===== src/rtl/lsu_pkg.sv =====
// Shared types and helpers for the load/store unit: FSM states, RV32I funct3 codes,
// legality and alignment checks.
package lsu_pkg;

   typedef enum logic [1:0] {IDLE, REQ, WAIT, DONE} lsu_state_t;

   localparam logic [2:0] F3_B  = 3'b000;
   localparam logic [2:0] F3_H  = 3'b001;
   localparam logic [2:0] F3_W  = 3'b010;
   localparam logic [2:0] F3_BU = 3'b100;
   localparam logic [2:0] F3_HU = 3'b101;

   function automatic logic misaligned(input logic [2:0] funct3, input logic [1:0] addr_lo);
      case (funct3)
         F3_H, F3_HU: return addr_lo[0];
         F3_W:        return addr_lo != 2'b00;
         default:     return 1'b0;
      endcase
   endfunction

   // Stores only exist as SB/SH/SW, so any store with funct3[2] set is illegal.
   function automatic logic illegal_op(input logic we, input logic [2:0] funct3);
      case (funct3)
         F3_B, F3_H, F3_W: return 1'b0;
         F3_BU, F3_HU:     return we;
         default:          return 1'b1;
      endcase
   endfunction

   function automatic logic [1:0] force_align(input logic [2:0] funct3, input logic [1:0] addr_lo);
      case (funct3)
         F3_H, F3_HU: return {addr_lo[1], 1'b0};
         F3_W:        return 2'b00;
         default:     return addr_lo;
      endcase
   endfunction

endpackage


===== src/rtl/load_align.sv =====
// Combinational load extractor: selects the byte/halfword lane from a raw memory word
// and sign- or zero-extends it according to funct3.
module load_align
   import lsu_pkg::*;
#(
   parameter int DWIDTH = 32
) (
   input  logic [2:0]        funct3,
   input  logic [1:0]        addr_lo,
   input  logic [DWIDTH-1:0] rdata,
   output logic [DWIDTH-1:0] data
);

   logic [7:0]  byte_sel;
   logic [15:0] half_sel;

   always_comb begin
      byte_sel = rdata[{addr_lo, 3'b000} +: 8];
      half_sel = addr_lo[1] ? rdata[31:16] : rdata[15:0];
      case (funct3)
         F3_B:    data = {{(DWIDTH-8){byte_sel[7]}}, byte_sel};
         F3_BU:   data = {{(DWIDTH-8){1'b0}}, byte_sel};
         F3_H:    data = {{(DWIDTH-16){half_sel[15]}}, half_sel};
         F3_HU:   data = {{(DWIDTH-16){1'b0}}, half_sel};
         default: data = rdata;
      endcase
   end

endmodule


===== src/rtl/load_store_unit.sv =====
// Single-outstanding load/store unit between the ALU and data memory.
// Define LSU_MISALIGN_TRAP_EN to trap misaligned accesses instead of forcing alignment.
module load_store_unit
   import lsu_pkg::*;
#(
   parameter int DWIDTH = 32
) (
   input  logic              clk,
   input  logic              rst_n,
   input  logic              req_valid,
   output logic              req_ready,
   input  logic              req_we,
   input  logic [2:0]        req_funct3,
   input  logic [DWIDTH-1:0] req_addr,
   input  logic [DWIDTH-1:0] req_wdata,
   output logic              mem_req_valid,
   input  logic              mem_req_ready,
   output logic [DWIDTH-1:0] mem_addr,
   output logic              mem_we,
   output logic [3:0]        mem_wstrb,
   output logic [DWIDTH-1:0] mem_wdata,
   input  logic              mem_rsp_valid,
   input  logic [DWIDTH-1:0] mem_rdata,
   output logic              rsp_valid,
   output logic [DWIDTH-1:0] rsp_data,
   output logic              rsp_err
);

   lsu_state_t        state_q, state_d;
   logic              we_q, we_d;
   logic [2:0]        funct3_q, funct3_d;
   logic [DWIDTH-1:0] addr_q, addr_d;
   logic [DWIDTH-1:0] wdata_q, wdata_d;
   logic [DWIDTH-1:0] rsp_data_q, rsp_data_d;
   logic              rsp_err_q, rsp_err_d;
   logic [DWIDTH-1:0] load_data;
   logic              req_bad;
   logic [1:0]        req_lo;
   logic              in_req;

   load_align #(.DWIDTH(DWIDTH)) u_load_align (
      .funct3  (funct3_q),
      .addr_lo (addr_q[1:0]),
      .rdata   (mem_rdata),
      .data    (load_data)
   );

   // Trap build rejects misaligned ops; default build clears the offending low bits at capture.
   always_comb begin
`ifdef LSU_MISALIGN_TRAP_EN
      req_bad = illegal_op(req_we, req_funct3) || misaligned(req_funct3, req_addr[1:0]);
      req_lo  = req_addr[1:0];
`else
      req_bad = illegal_op(req_we, req_funct3);
      req_lo  = force_align(req_funct3, req_addr[1:0]);
`endif
   end

   always_comb begin
      state_d    = state_q;
      we_d       = we_q;
      funct3_d   = funct3_q;
      addr_d     = addr_q;
      wdata_d    = wdata_q;
      rsp_data_d = rsp_data_q;
      rsp_err_d  = rsp_err_q;
      case (state_q)
         IDLE: if (req_valid) begin
            we_d       = req_we;
            funct3_d   = req_funct3;
            addr_d     = {req_addr[DWIDTH-1:2], req_lo};
            wdata_d    = req_wdata;
            rsp_data_d = '0;
            rsp_err_d  = req_bad;
            state_d    = req_bad ? DONE : REQ;
         end
         REQ:  if (mem_req_ready) state_d = WAIT;
         WAIT: if (mem_rsp_valid) begin
            rsp_data_d = we_q ? '0 : load_data;
            state_d    = DONE;
         end
         DONE: state_d = IDLE;
         default: state_d = IDLE;
      endcase
   end

   always_ff @(posedge clk or negedge rst_n) begin
      if (!rst_n) begin
         state_q    <= IDLE;
         we_q       <= 1'b0;
         funct3_q   <= '0;
         addr_q     <= '0;
         wdata_q    <= '0;
         rsp_data_q <= '0;
         rsp_err_q  <= 1'b0;
      end else begin
         state_q    <= state_d;
         we_q       <= we_d;
         funct3_q   <= funct3_d;
         addr_q     <= addr_d;
         wdata_q    <= wdata_d;
         rsp_data_q <= rsp_data_d;
         rsp_err_q  <= rsp_err_d;
      end
   end

   always_comb begin
      in_req        = (state_q == REQ);
      req_ready     = (state_q == IDLE);
      mem_req_valid = in_req;
      mem_addr      = in_req ? {addr_q[DWIDTH-1:2], 2'b00} : '0;
      mem_we        = in_req && we_q;
      mem_wstrb     = '0;
      mem_wdata     = '0;
      if (in_req && we_q) begin
         case (funct3_q)
            F3_B: begin
               mem_wstrb = 4'b0001 << addr_q[1:0];
               mem_wdata = {4{wdata_q[7:0]}};
            end
            F3_H: begin
               mem_wstrb = 4'b0011 << {addr_q[1], 1'b0};
               mem_wdata = {2{wdata_q[15:0]}};
            end
            default: begin
               mem_wstrb = 4'hF;
               mem_wdata = wdata_q;
            end
         endcase
      end
      rsp_valid = (state_q == DONE);
      rsp_data  = rsp_valid ? rsp_data_q : '0;
      rsp_err   = rsp_valid && rsp_err_q;
   end

endmodule


===== config.mk =====
export PLATFORM = sky130hd
export DESIGN_NAME = load_store_unit
export DESIGN_NICKNAME = d
export VERILOG_FILES = /design/src/rtl/lsu_pkg.sv /design/src/rtl/load_align.sv /design/src/rtl/load_store_unit.sv
export SDC_FILE = /design/constraint.sdc
export NUM_CORES = 1
export LEC_CHECK = 0
export CORE_UTILIZATION = 50
export CTS_CLUSTER_SIZE = 28
export DETAILED_ROUTE_END_ITERATION = 10
export DONT_BUFFER_PORTS = 1
export GPL_ROUTABILITY_DRIVEN = 0
export SYNTH_ARGS = -nofsm -noshare
export SYNTH_HDL_FRONTEND = slang
export SYNTH_SLANG_ARGS = --single-unit

===== constraint.sdc =====
create_clock -name clk -period 4.06 [get_ports clk]
set_clock_uncertainty 0.05 [all_clocks]
set_input_delay 0.812 -clock clk [delete_from_list [all_inputs] [get_ports clk]]
set_output_delay 0.812 -clock clk [all_outputs]
set_load 0.02 [all_outputs]

==> flow_summary.yaml, run 1 <==
routing:
  drt-initial-drc-count: 197
  routed_wl_um: 13590
  dr.pass1.iters: 4
  final_antenna_net_count: 0
  drc: 0
  vias: 3914
  routedWlPerCell_um: 20.53
  viasPerCell: 5.912
sta:
  final_max_slew_viol_count: 0
  tns_ns: 0
  rsz0062_at_grt: "false"
  period_needed_ns: 3.601
  hold_viol: 0
  setup_viol: 0
  period_share_pct: 88.71
  relSlewSlack_pct: 18.85
  worst_slew_pin_slew_ns: 1.213
  fmax_mhz: 277.7
grt:
  grt_pass1_wl_um: 21200
  grt_max_degree: 104
  overflow: 0
  grt_pass1_vias: 3969
  antenna_found_initial: 0
  grtUsageTotal_pct: 24.60
synth:
  yosysTopAreaCellShare_pct: 47.88
  ys_seq_area_share_pct: 47.88
  netlist_top_cells_count: "103 x dfrtp_1, 64 x and2_1, 56 x mux2_2, 56 x nand2_1, 29 x a21oi_1"
  synth_top_cells_by_area: "dfrtp_1 48%, mux2_2 12%, and2_1 7.4%"
  synth-main-ff-cell: "dfrtp_1"
  yosysMostFrequentCell: "dfrtp_1"
  synth.distinct_cells: 39
  ys_ff_latch: 103
  synth_compound_area_share_pct: 11.65
  synthesis.area_um2: 5383
  synth_xor_area_share_pct: 0
  synth-simple-area-share_pct: 17.25
  synth_top_area_cell: "dfrtp_1"
  synthMuxAreaShare_pct: 18.46
  synth_enable_flop_cells: 0
  synth_top_family_by_area: "multiplexers"
  synth_cells: 517
  synthAdderAreaFrac_pct: 0.9298
  yosys_warnings: 0
  synth_area_per_cell_um2: 10.41
  postSynth.asyncResetShare_pct: 100.0
floorplanning:
  dieArea_um2: 11180
  row_count: 37
  core_area_um2: 10370
  die_w_um: 105.8
  start_util_pct: 51.91
  die_h_um: 105.8
  io_pins: 210
power:
  netSwitchingFraction_pct: 43.13
  finalPower_mw: 4.628
  seq_power_share_pct: 41.7
  p_leak_nw: 2.613
  irDropWorstVdd_v: 0.0003482
  pwr-share-comb_pct: 44.8
  clkPwrFrac_pct: 13.6
  intPower_mw: 2.632
  p_sw_mw: 1.996
  power_density_nw_per_um2: 795.7
setup_path:
  cp_cell_sequence: "inv_1 -> ha_1 -> buf_4 -> nand2_1 -> a211oi_1 -> buf_4"
  required_ns: 3.20
  cp_common_cell: "buf_4"
  crit_fanout: 41
  cp_slowest_cell: "nand2_1"
  start_kind: "flop"
  path_delay_family: "buffers and inverters"
  critical_path.endpoint_type: "output port"
  crit_type: "flop to output port"
  cp.arrival_ns: 2.74
  slowest_delay_ns: 0.63
  cp_num_buf_inv: 3
placed_design:
  io_buffers: 0
  placed_cells: 646
  place_hpwl_um: 9664
cts:
  cts_root_buf: "clkbuf_8"
  clock_path_buffers: 2
  post_cts.repair.setup_buffers: 0
  clkLatencyLatePin_ns: 0.37
  ctsHoldBuffers: 0
  clk_pin_slew_ns: 0.11
  cts-resized-gates: 0
  cts_tree: "yes"
  cts-htree-levels: 3
  clock_sinks: 103
  cts_buffers: 9
flow_run:
  cap_violations: 0
cells_and_area:
  regArea_um2: 2577
  diodes: 0
  n_fill_cell: 944
  fin_nets: 630
  fin_cells: 662
  multi_input_area_um2: 2614
  post_route_cells_drive_above_1_share_pct: 20.91
  layout-area-overhead-vs-synth_pct: 8.066
run_status:
  outcome: "completed"
min_path:
  holdCritPathClass: "input pin to asynchronous set/reset pin"
[cells in the final DEF, fill, tap and decap left out, types with 2 or more instances in the layout]
cell      Yosys  layout
nor3_2        2       2
dfrtp_1     103     103
o21ai_0      18      18
mux2_1       14      14
ha_1          4       4
nor2_1       17      17
a211oi_1     11      11
a21oi_1      29      29
nor2b_1       6       6
inv_6         0       4
a221o_1      17      17
a22o_1        2       2
o22ai_1       2       2
mux2_2       56      56
nand2_1      56      55
nand2b_1      6       6
nor3_1        7       7
mux4_2        2       2
and3_1        9       9
inv_1         6       6
mux2i_1      16      16
a221oi_1      2       2
or3_1         6       6
clkbuf_8      0       9
and2_1       64      64
buf_4         2      32
conb_1        1       2
o21ai_1      12      12
[path summary, 6_finish.rpt]
check                                    from              to  slack, ns  cells past startpoint
worst max-delay path               state_q[1]   mem_wdata[25]       0.46                      6
worst min-delay path                    rst_n   rsp_data_q[8]       0.07                      0
worst max register to register     state_q[0]  rsp_data_q[16]       1.35                      6
worst min register to register  rsp_data_q[5]   rsp_data_q[5]       0.44                      2
max in group asynchronous               rst_n      addr_q[17]       3.72                      0
min in group clk                rsp_data_q[5]   rsp_data_q[5]       0.44                      2
[per-stage QoR]
stage	util [%]	hold slack [ns]	instance area, um^2	worst slack (ns)
2_1_floorplan	-	0.3909	5386	1.443
3_3_place_gp	54.27	0.4155	5628	1.043
3_5_place_dp	54.27	0.4176	5628	0.8633
4_1_cts	56.09	0.04556	5817	0.4245
5_1_grt	56.09	0.04615	5817	0.2074
6_report	56.09	0.06977	5817	0.4586
[kinds of logic after synthesis]
family | count (synthesis)
compound gates | 97
fa+ha+maj | 4
buf+inv | 47
flops | 103
mux | 88
other cells | 1
simple gates | 177
[worst reg2reg max path, cell delays in order (launching register included)]
cell and delay (ns):
dfrtp_1 0.41, inv_1 0.09, ha_1 0.37, nand2b_1 0.22
nand4b_1 0.23, nor2_1 0.97, a221o_1 0.31
[routing by layer]
layer / share of wire [%] / up-vias / global-route usage (%)
met1: 39 / 1941 / 29.22
li1: - / 1805 / -
met3: 10 / 11 / 10.14
met5: 0 / - / 0
met2: 49 / 157 / 41.41
met4: 1.3 / 0 / 5.853
[power groups by stage]
stage          sequential (mW)  combinational, mW  clock, mW
3_5_place_dp              1.94               2.09          0
4_1_cts                   1.92               2.09      0.648
3_3_place_gp              1.92               2.06          0
5_1_grt                   2.00               2.28      0.683
6_report                  1.93               2.07      0.627
2_1_floorplan             1.74               1.79          0
[layout make-up]
| type | count | share of cell area (%) |
|---|---|---|
| multi-input cells | 368 | 44.93 |
| well taps | 136 | 2.925 |
| inverters | 7 | 0.4517 |
| clock buffers | 9 | 2.129 |
| repair buffers | 32 | 4.130 |
| clock inverters | 7 | 1.119 |
| flip-flops and latches | 103 | 44.31 |
[sequential cells by signal (all words and copies together), names as in the netlist]
register	flops
addr_q	32
funct3_q	3
we_q	1
rsp_data_q	32
rsp_err_q	1
wdata_q	32
state_q	2
Power figures use the tool's default switching activity.
==> run 2: changes to the inputs <==
Settings changed: CORE_UTILIZATION 50 to 48, CTS_CLUSTER_DIAMETER set to 30, DONT_BUFFER_PORTS 1 to not set, PLACE_DENSITY set to 0.87.
==> flow_summary.yaml, run 2 (synthesis gave the netlist of run 1 again) <==
run_status:
  outcome: "completed"
power:
  power_density_nw_per_um2: 680.6
  p_leak_nw: 3.266
  irDropWorstVdd_v: 0.0003591
sta:
  hold_ws_ns: 0.4416
  final_max_slew_viol_count: 0
  rsz0062_at_grt: "false"
  setup_viol: 0
  hold_viol: 0
  setup_slack_ns: 0.4255
  worst_slew_pin_slew_ns: 1.148
  tns_ns: 0
  period_needed_ns: 3.635
  fmax_mhz: 275.1
  period_share_pct: 89.52
  relSlewSlack_pct: 23.47
routing:
  drt-initial-drc-count: 253
  drc: 0
  routed_wl_um: 15900
  viasPerCell: 5.613
  routedWlPerCell_um: 18.71
  dr.pass1.iters: 4
  vias: 4771
  final_antenna_net_count: 0
cts:
  clock_path_buffers: 2
  post_cts.repair.setup_buffers: 0
  clock_sinks: 103
  cts_tree: "yes"
  cts-htree-levels: 3
  clk_pin_slew_ns: 0.10
  ctsHoldBuffers: 0
  cts_buffers: 9
  cts-resized-gates: 0
  cts_root_buf: "clkbuf_8"
  clkLatencyLatePin_ns: 0.37
setup_path:
  required_ns: 3.20
  cp_cell_sequence: "nor3_2 -> nand2_1 -> a21oi_1 -> clkdlybuf4s50_1"
  cp_slowest_cell: "dfrtp_1"
  crit_fanout: 28
  slowest_delay_ns: 0.79
  start_kind: "flop"
  cp.arrival_ns: 2.77
  crit_type: "flop to output port"
  critical_path.endpoint_type: "output port"
placed_design:
  place_hpwl_um: 11550
  dpl-instance-area_um2: 7537
  io_buffers: 207
  post-place-ws_ns: 0.9096
floorplanning:
  row_count: 38
  core_area_um2: 10890
  start_util_pct: 49.44
  io_pins: 210
  dieArea_um2: 11640
  die_h_um: 107.9
  die_w_um: 107.9
cells_and_area:
  final_cell_area_um2: 7764
  reg.largest.list: "addr_q (32), rsp_data_q (32), wdata_q (32)"
  n_fill_cell: 800
  fin_nets: 814
  multi_input_area_um2: 2609
  post_route_cells_drive_above_1_share_pct: 12.39
  final_common_cell: "clkdlybuf4s50_1"
  regArea_um2: 2577
  layout-area-overhead-vs-synth_pct: 44.24
  diodes: 0
  final_cell_mix: "206 x clkdlybuf4s50_1, 103 x dfrtp_1, 64 x and2_1"
grt:
  grt_max_degree: 91
  grtUsageTotal_pct: 28.42
  antenna_found_initial: 0
  overflow: 0
  grt_pass1_vias: 4841
  grt_pass1_wl_um: 24920
min_path:
  holdCritPathClass: "flop to flop"
flow_run:
  cap_violations: 0
run 2: per-stage QoR:
| stage | cells | power [mW] | utilization, % |
|---|---|---|---|
| after floorplan | 518 | 3.525 | - |
| after global placement | 834 | 4.450 | 69.23 |
| after detailed placement | 834 | 4.549 | 69.23 |
| after CTS | 850 | 5.294 | 71.31 |
| after global routing | 850 | 5.618 | 71.31 |
| final | 850 | 5.284 | 71.31 |
run 2: final timing paths:
kind | slack, ns | endpoint | startpoint | depth (start not counted)
worst max-delay path | 0.43 | mem_wdata[12] | funct3_q[0] | 4
worst min-delay path | 0.44 | rsp_data_q[5] | rsp_data_q[5] | 2
worst max register to register | 1.51 | rsp_data_q[23] | addr_q[1] | 4
worst min register to register | 0.44 | rsp_data_q[5] | rsp_data_q[5] | 2
max in group asynchronous | 2.52 | wdata_q[17] | rst_n | 2
min in group asynchronous | 0.59 | rsp_data_q[11] | rst_n | 1
run 2: layout make-up:
type                       count  area share [%]
multi-input combinational    368           33.60
clock inverter                 7           1.322
clock buffer                   9           1.595
sequential                   103           33.20
timing repair buffer         216           27.69
inverter                       7          0.3384
tap                          140           2.256
run 2: power breakdown:
part | internal [mW] | switching [mW] | total, mW
registers | 1.52 | 0.440 | 1.96
clock network | 0.356 | 0.375 | 0.731
logic | 1.28 | 1.31 | 2.59
run 2: routing by layer:
metal / wire, um / up-vias / global-route usage (%)
li1: - / 2173 / -
met1: 6165 / 2307 / 34.48
met2: 7479 / 250 / 45.51
met3: 1790 / 41 / 10.11
met4: 465 / 0 / 12.33
met5: 0 / - / 0
run 2: worst max-delay path, delay by kind of cell, from the launching register on:
| family | cells | cell delay [ns] |
|---|---|---|
| and+or+nand+nor | 2 | 0.79 |
| AOI/OAI and AO/OA | 1 | 0.18 |
| buffers and inverters | 1 | 0.63 |
| DFF | 1 | 0.79 |
